[src/rtl/dmem_port_arbiter.sv]
// Shares the single data-memory port between the load path and the committed-store drain.
// One transaction outstanding at a time; loads win unless a waiting store has been passed over too often.
module dmem_port_arbiter #(
    parameter int XLEN         = 32,
    parameter int XLEN_P       = XLEN,
    parameter int STARVE_LIMIT = 4
) (
    input  logic                  clk,
    input  logic                  rst_n,
    input  logic                  flush_i,
    input  logic                  ld_req_valid_i,
    output logic                  ld_req_ready_o,
    input  logic [31:0]           ld_addr_i,
    output logic                  ld_rvalid_o,
    output logic [XLEN_P-1:0]     ld_rdata_o,
    input  logic                  st_req_valid_i,
    output logic                  st_req_ready_o,
    input  logic [31:0]           st_addr_i,
    input  logic [XLEN_P-1:0]     st_wdata_i,
    input  logic [XLEN_P/8-1:0]   st_wstrb_i,
    output logic                  st_done_o,
    output logic                  mem_req_valid_o,
    input  logic                  mem_req_ready_i,
    output logic                  mem_we_o,
    output logic [31:0]           mem_addr_o,
    output logic [XLEN_P-1:0]     mem_wdata_o,
    output logic [XLEN_P/8-1:0]   mem_wstrb_o,
    input  logic                  mem_rvalid_i,
    input  logic [XLEN_P-1:0]     mem_rdata_i,
    output logic                  busy_o
);

    localparam int CNT_W = (STARVE_LIMIT < 1) ? 1 : $clog2(STARVE_LIMIT + 1);
    localparam logic [CNT_W-1:0] LIMIT_C = CNT_W'(STARVE_LIMIT);

    localparam logic [1:0] ST_IDLE           = 2'd0;
    localparam logic [1:0] ST_WAIT_LD        = 2'd1;
    localparam logic [1:0] ST_WAIT_ST        = 2'd2;
    localparam logic [1:0] ST_WAIT_LD_KILLED = 2'd3;

    logic [1:0]       state_q, state_d;
    logic [CNT_W-1:0] starve_cnt_q, starve_cnt_d;

    logic in_idle, ld_eff, st_eff, ld_grant, st_grant, ld_fire, st_fire;

    always_comb begin
        // Requests are also held off while reset is asserted so every valid reads 0.
        in_idle  = rst_n && (state_q == ST_IDLE);
        ld_eff   = in_idle && ld_req_valid_i && !flush_i;
        st_eff   = in_idle && st_req_valid_i;
        st_grant = st_eff && ((starve_cnt_q >= LIMIT_C) || !ld_eff);
        ld_grant = ld_eff && !st_grant;
        ld_fire  = ld_grant && mem_req_ready_i;
        st_fire  = st_grant && mem_req_ready_i;
    end

    always_comb begin
        state_d      = state_q;
        starve_cnt_d = starve_cnt_q;
        case (state_q)
            ST_IDLE: begin
                if (ld_fire) state_d = ST_WAIT_LD;
                if (st_fire) state_d = ST_WAIT_ST;
            end
            ST_WAIT_LD: begin
                if (mem_rvalid_i)  state_d = ST_IDLE;
                else if (flush_i)  state_d = ST_WAIT_LD_KILLED;
            end
            ST_WAIT_ST:        if (mem_rvalid_i) state_d = ST_IDLE;
            ST_WAIT_LD_KILLED: if (mem_rvalid_i) state_d = ST_IDLE;
            default:           state_d = ST_IDLE;
        endcase
        if (st_fire) begin
            starve_cnt_d = '0;
        end else if (ld_fire && st_req_valid_i && (starve_cnt_q < LIMIT_C)) begin
            starve_cnt_d = starve_cnt_q + 1'b1;
        end
    end

    always_ff @(posedge clk or negedge rst_n) begin
        if (!rst_n) begin
            state_q      <= ST_IDLE;
            starve_cnt_q <= '0;
        end else begin
            state_q      <= state_d;
            starve_cnt_q <= starve_cnt_d;
        end
    end

    assign ld_req_ready_o  = ld_fire;
    assign st_req_ready_o  = st_fire;
    assign mem_req_valid_o = ld_eff || st_eff;
    assign mem_we_o        = st_grant;
    assign mem_addr_o      = st_grant ? st_addr_i : (ld_grant ? ld_addr_i : 32'd0);
    assign mem_wdata_o     = st_grant ? st_wdata_i : '0;
    assign mem_wstrb_o     = st_grant ? st_wstrb_i : '0;

    assign ld_rvalid_o = (state_q == ST_WAIT_LD) && mem_rvalid_i && !flush_i;
    assign ld_rdata_o  = mem_rdata_i;
    assign st_done_o   = (state_q == ST_WAIT_ST) && mem_rvalid_i;
    assign busy_o      = (state_q != ST_IDLE);

endmodule

[config.mk]
export PLATFORM = sky130hd
export DESIGN_NAME = dmem_port_arbiter
export DESIGN_NICKNAME = d
export VERILOG_FILES = /design/src/rtl/dmem_port_arbiter.sv
export SDC_FILE = /design/constraint.sdc
export NUM_CORES = 1
export LEC_CHECK = 0
export ABC_AREA = 1
export CAP_MARGIN = 20
export CORE_AREA = 5 5 92 94
export CTS_BUF_LIST = sky130_fd_sc_hd__clkbuf_4 sky130_fd_sc_hd__clkbuf_8
export DETAILED_ROUTE_END_ITERATION = 8
export DIE_AREA = 0 0 97 99
export GPL_TIMING_DRIVEN = 1
export PLACE_DENSITY = 0.74
export SYNTH_ARGS = -nofsm -noshare
export SYNTH_HDL_FRONTEND = slang
export SYNTH_SLANG_ARGS = --single-unit
[constraint.sdc]
create_clock -name clk -period 2.35 [get_ports clk]
set_input_delay 0.3525 -clock clk [delete_from_list [all_inputs] [get_ports clk]]
set_output_delay 0.3525 -clock clk [all_outputs]
set_load 0.03 [all_outputs]
==> results of run 1 <==
logic make-up (layout without fill, tap and decap cells):
| logic type | after synthesis | after routing | synth area share (%) |
|---|---|---|---|
| buf+inv | 94 | 244 | 35.3 |
| flops | 5 | 5 | 8.88 |
| simple gates | 168 | 168 | 51.6 |
| xor+xnor | 1 | 1 | 0.622 |
| compound gates | 4 | 4 | 1.78 |
| fa+ha+maj | 2 | 2 | 1.78 |
power breakdown:
group	internal, mW	switching, mW	total [mW]
Sequential	0.118	0.0431	0.161
Combinational	0.563	0.726	1.29
Clock	0.129	0.0510	0.180
per-stage QoR:
| step | power (mW) | cell area [um2] | std cells |
|---|---|---|---|
| finish | 1.63 | 3100 | 526 |
| global route | 1.73 | 3100 | 526 |
| CTS | 1.59 | 3020 | 523 |
| detailed placement | 1.41 | 2970 | 519 |
| global placement | 1.39 | 2970 | 519 |
| floorplan | 0.947 | 1410 | 274 |
metal layers:
metal / vias to the layer above / part of all wire (%) / GRT usage, %
met1: 923 / 38 / 13.5
met4: 0 / 2.2 / 4.43
met3: 15 / 8.3 / 3.54
met2: 124 / 51 / 22.7
met5: - / 0 / 0
li1: 1079 / - / -
cell usage after synthesis (all sizes together):
cell type,number
nand2,84
inv,48
buf,45
nor2,42
nand3,39
dfrtp,5
ha,2
a21oi,1
clkinv,1
nand4,1
nor3,1
nor4,1
o211ai,1
o21ai,1
o21bai,1
xnor2,1
state kept, by name, summed over array words and instances (netlist names):
register      flops
state_q           2
starve_cnt_q      3
cell type report:
class / instances / share of cell area [%]
clock buffers: 4 / 1.58
inverters: 49 / 5.94
multi-input cells: 175 / 25.6
flip-flops and latches: 5 / 4.04
well taps: 102 / 4.12
repair buffers: 191 / 58.7
worst paths after layout:
path,start,to,slack [ns],cells after the start
min in group clk,starve_cnt_q[1],starve_cnt_q[1],0.53,2
max in group asynchronous,rst_n,starve_cnt_q[0],1.79,2
min,rst_n,state_q[1],0.46,2
max,rst_n,mem_wdata_o[12],0.10,9
min reg2reg,starve_cnt_q[1],starve_cnt_q[1],0.53,2
max reg2reg,state_q[1],starve_cnt_q[1],0.72,10
what timing repair did:
item                                    in CTS  in global routing
setup buffers                                0                  1
hold endpoints to repair                     0                  0
endpoints found under the setup margin       0                 29
resized for setup                            0                  2
==> out/qor.txt, run 1 <==
Outcome: finished, final reports clean
Worst VDD drop: 0.000524 V
F_max: 445 MHz
Max H-tree Level: 1
TritonCTS clock tree: yes
RSZ-0062 raised after global routing: false
DRT iter0 DRCs: 55
Dpl hpwl: 5.53 mm
Clock Pin Slew Worst Setup and Hold Paths: 0.04 ns
Total CTS buffers: 3
Sequential cell area: 125 um2
Area Growth Syn to Fin: 120%
Data arrival, critical path: 1.89 ns
Residual DRC: 0
Fin crit share: 95.6%
Bufs and invs on worst path: 6
Initial antenna violation count: 0
Worst stage delay on the critical path: 0.52 ns
Post-route minimum period: 2.25 ns
DIE WIDTH: 97 um
Post-route clock skew: 0.00448 ns
Most frequent cells in the layout: clkdlybuf4s50_1, nand2_1, buf_4
Maxcap violations: 0
Gp weighted congestion: 0.829
Pre-CTS setup slack: 0.0488 ns
Syn_area_per_cell: 5.14 um2
Fillers: 784
Static Leak: 1.73 nW
Buffers on Ports: 181
Initial DRT Pass Iterations: 6
Crit path top cell by count: buf_4
Yosys reg bits: 5
Top delay family on crit path: buffers and inverters
Most common cell after layout, fill and taps aside: clkdlybuf4s50_1
Post-Syn Nets: 415
Final hold slack: 0.465 ns
CP Launch Type: input pin
First-pass GRT wire length: 9.90 mm
Row Count: 32
Worst-path fanout max: 20
Setup CP Type: input pin to primary output
Antenna Nets Post-Route: 0
Worst skew pair latency: 0.23 ns
Sum Neg Setup Slack: 0 ns
Worst path cell trace: clkdlybuf4s50_1 > buf_4 > nand3_2 > inv_2 > nand2_4 > buf_12 > clkbuf_16 > nor2_1 > buf_4
# hold bufs at CTS: 0
Vias in the first global route: 1980
Multi-input logic area: 793 um2
Clock Path Buffers: 2
Via-to-Cell Ratio: 4.07
Vias: 2141
Post-Syn Instances: 274
Antenna Cells: 0
Fin nets: 566
Fin. max-slew vios: 0
WL final: 6.83 mm
Proportion of layout cells with a drive suffix above 1: 22.4%
Mapped Area: 1410 um2
Worst-margin pin slew: 0.318 ns
Die Span Y: 99 um
Total GRT Usage: 12.4%
Final Setup Violations: 0
Final Hold Viols: 0
Synth cell types: 23
Warnings from Yosys: 0
Clock sink count: 5
Worst EP required: 2.00 ns
Slowest stage cell, crit path: clkdlybuf4s50_1
Root Buffer: clkbuf_8
Final core utilization: 40.9%
Die ar.: 9600 um2
CORE AREA: 7570 um2
Initial core utilization: 18.6%
Synth top area share: 21.8%
Grt ovf: 0
Top-level I/O count: 246
Pin count of the biggest net entering global routing: 41
Final setup margin: 0.103 ns
Register area share after synthesis: 8.88%
Class of the worst hold path: input pin to asynchronous set/reset pin
Ranking of synthesized cells by area: nand2_1, buf_4, nand3_1
Worst rel slew slack: 78.7%
Wirelength per Cell: 13.0 um
Total power per unit cell area: 526 nW/um2
Synth area leader: nand2_1
Worst Setup End Kind: primary output
No activity file was read; power rests on OpenSTA's default activity.
==> run 2, diff against run 1 <==
- CTS_CLUSTER_SIZE: unset -> 10
==> results of run 2 <==
The final DEF is identical to that of run 1; final timing and power are the same.
==> run 3, diff against run 2 <==
- CTS_CLUSTER_SIZE: 10 -> 16
==> results of run 3 <==
The final DEF is identical to that of run 1; final timing and power are the same.
